## config.mk

```make
export PLATFORM = sky130hd
export DESIGN_NAME = uart_paddle_decoder
export DESIGN_NICKNAME = d
export VERILOG_FILES = /design/src/rtl/uart_paddle_decoder.sv
export SDC_FILE = /design/constraint.sdc
export NUM_CORES = 1
export LEC_CHECK = 0
export ABC_AREA = 1
export CAP_MARGIN = 10
export CORE_MARGIN = 5
export CORE_UTILIZATION = 45
export CTS_CLUSTER_DIAMETER = 40
export DETAILED_ROUTE_END_ITERATION = 7
export GPL_ROUTABILITY_DRIVEN = 0
export PLACE_DENSITY = 0.79
export SLEW_MARGIN = 5
export SYNTH_ARGS = -nofsm -noshare
export SYNTH_HDL_FRONTEND = slang
export SYNTH_SLANG_ARGS = --single-unit
export TNS_END_PERCENT = 1
```

## constraint.sdc

```tcl
create_clock -name clk -period 2.3 [get_ports clk]
set_input_delay 0.46 -clock clk [delete_from_list [all_inputs] [get_ports clk]]
set_output_delay 0.46 -clock clk [all_outputs]
set_load 0.01 [all_outputs]
```

## src/rtl/uart_paddle_decoder.sv

```systemverilog
`default_nettype none
// ============================================================================
// Module   : uart_paddle_decoder
// Purpose  : Converts bytes from a UART receiver into paddle commands for the
//            pong game and optionally echoes printable bytes back to the UART
//            transmitter.
//            - W/S drive player 1 up/down, P/L drive player 2 up/down
//              (case-insensitive).
//            - Each keystroke holds the matching paddle output high for
//              HOLD_CYCLES clocks. A repeat of the key reloads the hold, and
//              the opposite key switches direction immediately.
//            - Printable bytes are echoed through a start/busy handshake.
//              Echoes that arrive while a previous echo is pending are
//              dropped and counted.
// Ports    : clk        - system clock
//            reset      - asynchronous active-high reset
//            rx_data    - received byte, stable while rx_done is high
//            rx_done    - receiver byte-complete level (baud domain)
//            tx_busy    - transmitter busy level (baud domain)
//            tx_data    - byte to echo
//            tx_start   - echo request, held until tx_busy is seen
//            up1/down1  - player-1 paddle commands
//            up2/down2  - player-2 paddle commands
//            key_pulse  - one-clock pulse per recognised key
//            drop_cnt   - saturating count of dropped echoes
// Revision : 1.0 - initial release
// ============================================================================
module uart_paddle_decoder #(
    parameter int HOLD_CYCLES = 5_000_000,
    parameter bit ECHO_EN     = 1'b1,
    parameter int CNT_W       = 23
) (
    input  logic       clk,
    input  logic       reset,
    input  logic [7:0] rx_data,
    input  logic       rx_done,
    input  logic       tx_busy,
    output logic [7:0] tx_data,
    output logic       tx_start,
    output logic       up1,
    output logic       down1,
    output logic       up2,
    output logic       down2,
    output logic       key_pulse,
    output logic [7:0] drop_cnt
);

    localparam logic [1:0]       DIR_NONE    = 2'd0;
    localparam logic [1:0]       DIR_UP      = 2'd1;
    localparam logic [1:0]       DIR_DN      = 2'd2;
    localparam logic [CNT_W-1:0] C_HOLD_LOAD = CNT_W'(HOLD_CYCLES - 1);

    // ------------------------------------------------------------------
    // rx_done synchroniser plus a third stage for rising-edge detection.
    // Bit 0 = r1, bit 1 = r2, bit 2 = r3.
    // ------------------------------------------------------------------
    logic [2:0] rx_sync_d;
    logic [2:0] rx_sync_q;
    logic       w_rx_stb;

    always_comb begin
        rx_sync_d = {rx_sync_q[1:0], rx_done};
    end

    always_ff @(posedge clk or posedge reset) begin
        if (reset) begin
            rx_sync_q <= 3'b000;
        end else begin
            rx_sync_q <= rx_sync_d;
        end
    end

    // A held rx_done produces a single strobe; a new byte needs a fresh rise.
    assign w_rx_stb = rx_sync_q[1] & ~rx_sync_q[2];

    // ------------------------------------------------------------------
    // Decode. rx_data is still stable while the strobe is high, so it is
    // decoded directly; this lets the outputs move on the strobe edge.
    // ------------------------------------------------------------------
    logic [7:0] w_fold;
    logic       w_printable;
    logic [1:0] w_key_up;
    logic [1:0] w_key_dn;

    always_comb begin
        w_fold = rx_data;
        if ((rx_data >= 8'h41) && (rx_data <= 8'h5A)) begin
            w_fold = rx_data + 8'h20;
        end
    end

    assign w_printable = (w_fold >= 8'h20) && (w_fold <= 8'h7E);
    assign w_key_up[0] = w_rx_stb && (w_fold == 8'h77);   // 'w'
    assign w_key_dn[0] = w_rx_stb && (w_fold == 8'h73);   // 's'
    assign w_key_up[1] = w_rx_stb && (w_fold == 8'h70);   // 'p'
    assign w_key_dn[1] = w_rx_stb && (w_fold == 8'h6C);   // 'l'

    // ------------------------------------------------------------------
    // key_pulse
    // ------------------------------------------------------------------
    logic key_pulse_d;
    logic key_pulse_q;

    always_comb begin
        key_pulse_d = (|w_key_up) | (|w_key_dn);
    end

    always_ff @(posedge clk or posedge reset) begin
        if (reset) begin
            key_pulse_q <= 1'b0;
        end else begin
            key_pulse_q <= key_pulse_d;
        end
    end

    assign key_pulse = key_pulse_q;

    // ------------------------------------------------------------------
    // Per-player direction and hold counter. dir holds a single value, so
    // up and down can never be asserted together.
    // ------------------------------------------------------------------
    logic [1:0] w_up;
    logic [1:0] w_dn;

    for (genvar gp = 0; gp < 2; gp++) begin : g_player
        logic [1:0]       dir_d;
        logic [1:0]       dir_q;
        logic [CNT_W-1:0] cnt_d;
        logic [CNT_W-1:0] cnt_q;

        always_comb begin
            dir_d = dir_q;
            cnt_d = cnt_q;
            if (w_key_up[gp]) begin
                dir_d = DIR_UP;
                cnt_d = C_HOLD_LOAD;
            end else if (w_key_dn[gp]) begin
                dir_d = DIR_DN;
                cnt_d = C_HOLD_LOAD;
            end else if (cnt_q != '0) begin
                cnt_d = cnt_q - 1'b1;
            end else begin
                dir_d = DIR_NONE;
            end
        end

        always_ff @(posedge clk or posedge reset) begin
            if (reset) begin
                dir_q <= DIR_NONE;
                cnt_q <= '0;
            end else begin
                dir_q <= dir_d;
                cnt_q <= cnt_d;
            end
        end

        assign w_up[gp] = (dir_q == DIR_UP);
        assign w_dn[gp] = (dir_q == DIR_DN);
    end

    assign up1   = w_up[0];
    assign down1 = w_dn[0];
    assign up2   = w_up[1];
    assign down2 = w_dn[1];

    // ------------------------------------------------------------------
    // Echo path
    // ------------------------------------------------------------------
    if (ECHO_EN) begin : g_echo
        localparam logic [1:0] ST_IDLE = 2'd0;
        localparam logic [1:0] ST_REQ  = 2'd1;
        localparam logic [1:0] ST_BUSY = 2'd2;

        logic [1:0] busy_sync_d;
        logic [1:0] busy_sync_q;
        logic       w_busy;
        logic [1:0] state_d;
        logic [1:0] state_q;
        logic [7:0] tx_data_d;
        logic [7:0] tx_data_q;
        logic [7:0] drop_cnt_d;
        logic [7:0] drop_cnt_q;
        logic       w_echo_req;
        logic       w_tx_start;

        always_comb begin
            busy_sync_d = {busy_sync_q[0], tx_busy};
        end

        assign w_busy     = busy_sync_q[1];
        assign w_echo_req = w_rx_stb && w_printable;

        // State register
        always_ff @(posedge clk or posedge reset) begin
            if (reset) begin
                state_q     <= ST_IDLE;
                busy_sync_q <= 2'b00;
                tx_data_q   <= 8'h00;
                drop_cnt_q  <= 8'h00;
            end else begin
                state_q     <= state_d;
                busy_sync_q <= busy_sync_d;
                tx_data_q   <= tx_data_d;
                drop_cnt_q  <= drop_cnt_d;
            end
        end

        // Next-state logic
        always_comb begin
            state_d = state_q;
            case (state_q)
                ST_IDLE: if (w_echo_req) state_d = ST_REQ;
                ST_REQ:  if (w_busy)     state_d = ST_BUSY;
                ST_BUSY: if (!w_busy)    state_d = ST_IDLE;
                default:                 state_d = ST_IDLE;
            endcase
        end

        // Echo datapath: tx_data only loads in IDLE, so it stays stable for
        // the whole REQ/BUSY transaction. The unfolded byte is echoed.
        always_comb begin
            tx_data_d  = tx_data_q;
            drop_cnt_d = drop_cnt_q;
            if (w_echo_req) begin
                if (state_q == ST_IDLE) begin
                    tx_data_d = rx_data;
                end else if (drop_cnt_q != 8'hFF) begin
                    drop_cnt_d = drop_cnt_q + 8'd1;
                end
            end
        end

        // Output logic
        always_comb begin
            w_tx_start = (state_q == ST_REQ);
        end

        assign tx_start = w_tx_start;
        assign tx_data  = tx_data_q;
        assign drop_cnt = drop_cnt_q;
    end else begin : g_no_echo
        assign tx_start = 1'b0;
        assign tx_data  = 8'h00;
        assign drop_cnt = 8'h00;
    end

endmodule
`default_nettype wire

```

==> impl_metrics.yaml <==
cts:
  cts_sinks: 74
  cts_root_buffer: "clkbuf_8"
  tritoncts: "yes"
  numCtsBuffers: 9
  insertion_delay_ns: 0.35
  htree_levels: 3
  cts_buffer_depth: 2
  cts_hold_buf: 0
  clk_pin_slew_ns: 0.08
sta:
  finalCritPeriodShare_pct: 94.08
  fin_skew_ns: 0.006959
  max_slew_margin_pct: 69.53
  finalHoldViolCount: 0
  timing.fmax_ghz: 0.4621
  setup_violations: 0
  timing.final.ws_setup_ns: 0.1362
  period_needed_ns: 2.164
  maxSlewViolCount: 0
  worst_pin_slew_ns: 0.4535
  rsz0062_at_grt: "true"
flow_run:
  drv_cap: 0
critical_path:
  max_stage_delay_ns: 0.49
  startpoint_type: "primary input"
  cp-end-kind: "register"
  crit_start: "rx_data[1]"
  worst-setup-path-type: "in -> reg"
  required_ns: 2.59
  reg2reg_from: "g_player[0].cnt_q[0]"
  r2r_slack_ns: 0.22
  rr_worst_depth: 10
  worst-path-max-fanout: 9
  reg2reg_to: "g_player[0].cnt_q[7]"
  worstPathArrival_ns: 2.46
  path_cells: "clkdlybuf4s50_1 -> nand2_1 -> inv_1 -> nand3_1 -> nand3_2 -> nand2_2 -> inv_2 -> nor2_2 -> o2111ai_2 -> buf_4 -> nand3_1 -> nand2_1 -> inv_1"
  slowest_stage: "clkdlybuf4s50_1"
  crit_end: "g_player[0].cnt_q[1]"
grt:
  grt_max_degree: 75
  grt_util_all_layers_pct: 17.23
  antenna_found_initial: 0
  grt_pass1_wl_um: 15970
  grt_overflow_total: 0
  grt_pass1_vias: 3649
yosys:
  async_reset_ff_share_pct: 100.0
  synth_top_family_by_area: "simple AND/OR/NAND/NOR gates"
  yosysMostFrequentCell: "nand2_1"
  ys_seq_area_share_pct: 44.98
  synthSimpleGateAreaFrac_pct: 37.26
  synth_commonest_cells: "nand2_1, nor2_1, dfrtp_1"
  synth_cell_type_count: 37
  ys.flop_type: "dfrtp_1"
  synthCells: 516
  synth_compound_area_share_pct: 4.802
  synth_xor_area_share_pct: 4.468
  syn_nets: 532
  syn_avg_cell_area_um2: 7.978
  synth_seq_cells: 74
  synth.area.top_cells: "dfrtp_1, nand2_1, nor2_1"
  synth_top_area_cell: "dfrtp_1"
  synthAdderAreaFrac_pct: 1.216
  syn-cell-area_mm2: 0.004116
  synth_edf_count: 0
  synth_mux_area_share_pct: 0
  ys_warn_count: 0
  synth_top_area_share_pct: 44.98
min_path:
  worstHoldPathCells: 0
  hp-class: "reg -> reg"
layout:
  n_fill_cell: 793
  diodes: 0
  final_util_pct: 55.46
  drive_above_1_share_pct: 15.01
  nets: 604
  fin_area_mm2: 0.005027
  fin_cells: 704
  syn_to_final_growth_pct: 22.13
place:
  place_inst: 686
  portBuffers: 33
  post-place-ws_ns: -0.1961
  dpl_cell_area_mm2: 0.004786
  hpwl_um: 6764
power:
  leakage_nw: 2.373
  p_switching_mw: 1.111
  p_total_mw: 3.645
  intPower_mw: 2.534
  pwr-share-seq_pct: 46.7
  power.density_mw_per_mm2: 725.1
  p_comb_share_pct: 22.8
  power_switching_share_pct: 30.48
  vdd_drop_max_mv: 0.4378
  p_clk_share_pct: 30.5
routing:
  wirelength_um: 8986
  vias: 3534
  wl_per_cell_um: 12.76
  dr.pass1.iters: 4
  routed_via_density: 5.020
  ant_nets: 0
  drt_iter0_markers: 153
  route.detailed.drc: 0
floorplan:
  num_rows: 35
  die_w_um: 105.6
  ios: 34
  coreArea_mm2: 0.009065
  dieArea_mm2: 0.01116
  fp.dieH_um: 105.6
  start_util_pct: 45.41
status:
  status: "completed"
-- layer usage --
metal	part of all wire, %	GRT usage, %	up-vias
li1	-	-	1815
met1	46	21.29	1637
met2	48	29.01	63
met3	4.1	4.654	19
met4	2.3	6.013	0
met5	0	0	-
-- cells by family (layout without fill, tap and decap cells) --
kind of cell	after synthesis	count (layout)
compound gates	31	31
flops	74	74
fa+ha+maj	4	4
simple gates	314	314
buf+inv	72	149
xor+xnor	21	21
-- flip-flops by register name, summed over array words and instances, names as in the netlist --
| name | flops |
|---|---|
| drop_cnt | 8 |
| g_echo.state_q | 2 |
| g_player.cnt_q | 46 |
| tx_data | 8 |
| rx_sync_q | 3 |
| key_pulse | 1 |
| g_player.dir_q | 4 |
| g_echo.busy_sync_q | 2 |
-- cells in the final DEF (no fill, tap or decap), types with 14 or more instances in the layout --
cell type        count
buf_4               31
clkdlybuf4s50_1     33
dfrtp_1             74
inv_1               63
nand2_1            106
nand3_1             34
nand4_1             27
nor2_1              84
o21ai_0             14
-- area by class of cell --
| class | instances | area [um^2] | area share, % |
|---|---|---|---|
| clock buffers | 11 | 141.4 | 2.812 |
| clock inverters | 5 | 77.57 | 1.543 |
| inverters | 68 | 261.5 | 5.202 |
| multi-input cells | 370 | 1973 | 39.25 |
| flip-flops and latches | 74 | 1852 | 36.83 |
| well taps | 111 | 138.9 | 2.763 |
| repair buffers | 65 | 583.1 | 11.60 |
-- through the flow --
| step | hold WS (ns) | setup TNS [ns] |
|---|---|---|
| CTS | 0.3576 | 0 |
| global placement | 0.3346 | -0.9030 |
| finish | 0.3540 | 0 |
| global route | 0.3725 | -0.02553 |
| detailed placement | 0.3365 | -3.951 |
| floorplan | 0.3312 | 0 |
-- how the worst min path moves through the flow --
stage | from | to | slack (ns)
after floorplan | g_echo.busy_sync_q[0] | g_echo.busy_sync_q[1] | 0.33
final | rx_sync_q[0] | rx_sync_q[1] | 0.35
after global placement | g_echo.busy_sync_q[0] | g_echo.busy_sync_q[1] | 0.33
after CTS | rx_sync_q[0] | rx_sync_q[1] | 0.36
after detailed placement | rx_sync_q[0] | rx_sync_q[1] | 0.34
after global routing | g_echo.busy_sync_q[0] | g_echo.busy_sync_q[1] | 0.37
-- repair_timing --
action | CTS | global route
setup buffers | 0 | 2
gates resized for setup | 0 | 2
endpoints found under the setup margin | 0 | 7
endpoints found under the hold margin | 0 | 0
-- critical path: cells and delay by family --
family,cells,cell delay (ns)
buffers and inverters,5,0.92
AND/OR/NAND/NOR,7,0.75
AO/OA/AOI/OAI,1,0.33
-- power groups by stage --
| stage | Clock (mW) | Sequential (mW) | Combinational (mW) |
|---|---|---|---|
| final | 1.11 | 1.70 | 0.833 |
| after global routing | 1.19 | 1.74 | 0.947 |
| after CTS | 1.14 | 1.70 | 0.839 |
| after detailed placement | 0 | 1.72 | 0.840 |
| after global placement | 0 | 1.71 | 0.801 |
| after floorplan | 0 | 1.70 | 0.519 |
No activity file was read; power rests on OpenSTA's default activity.
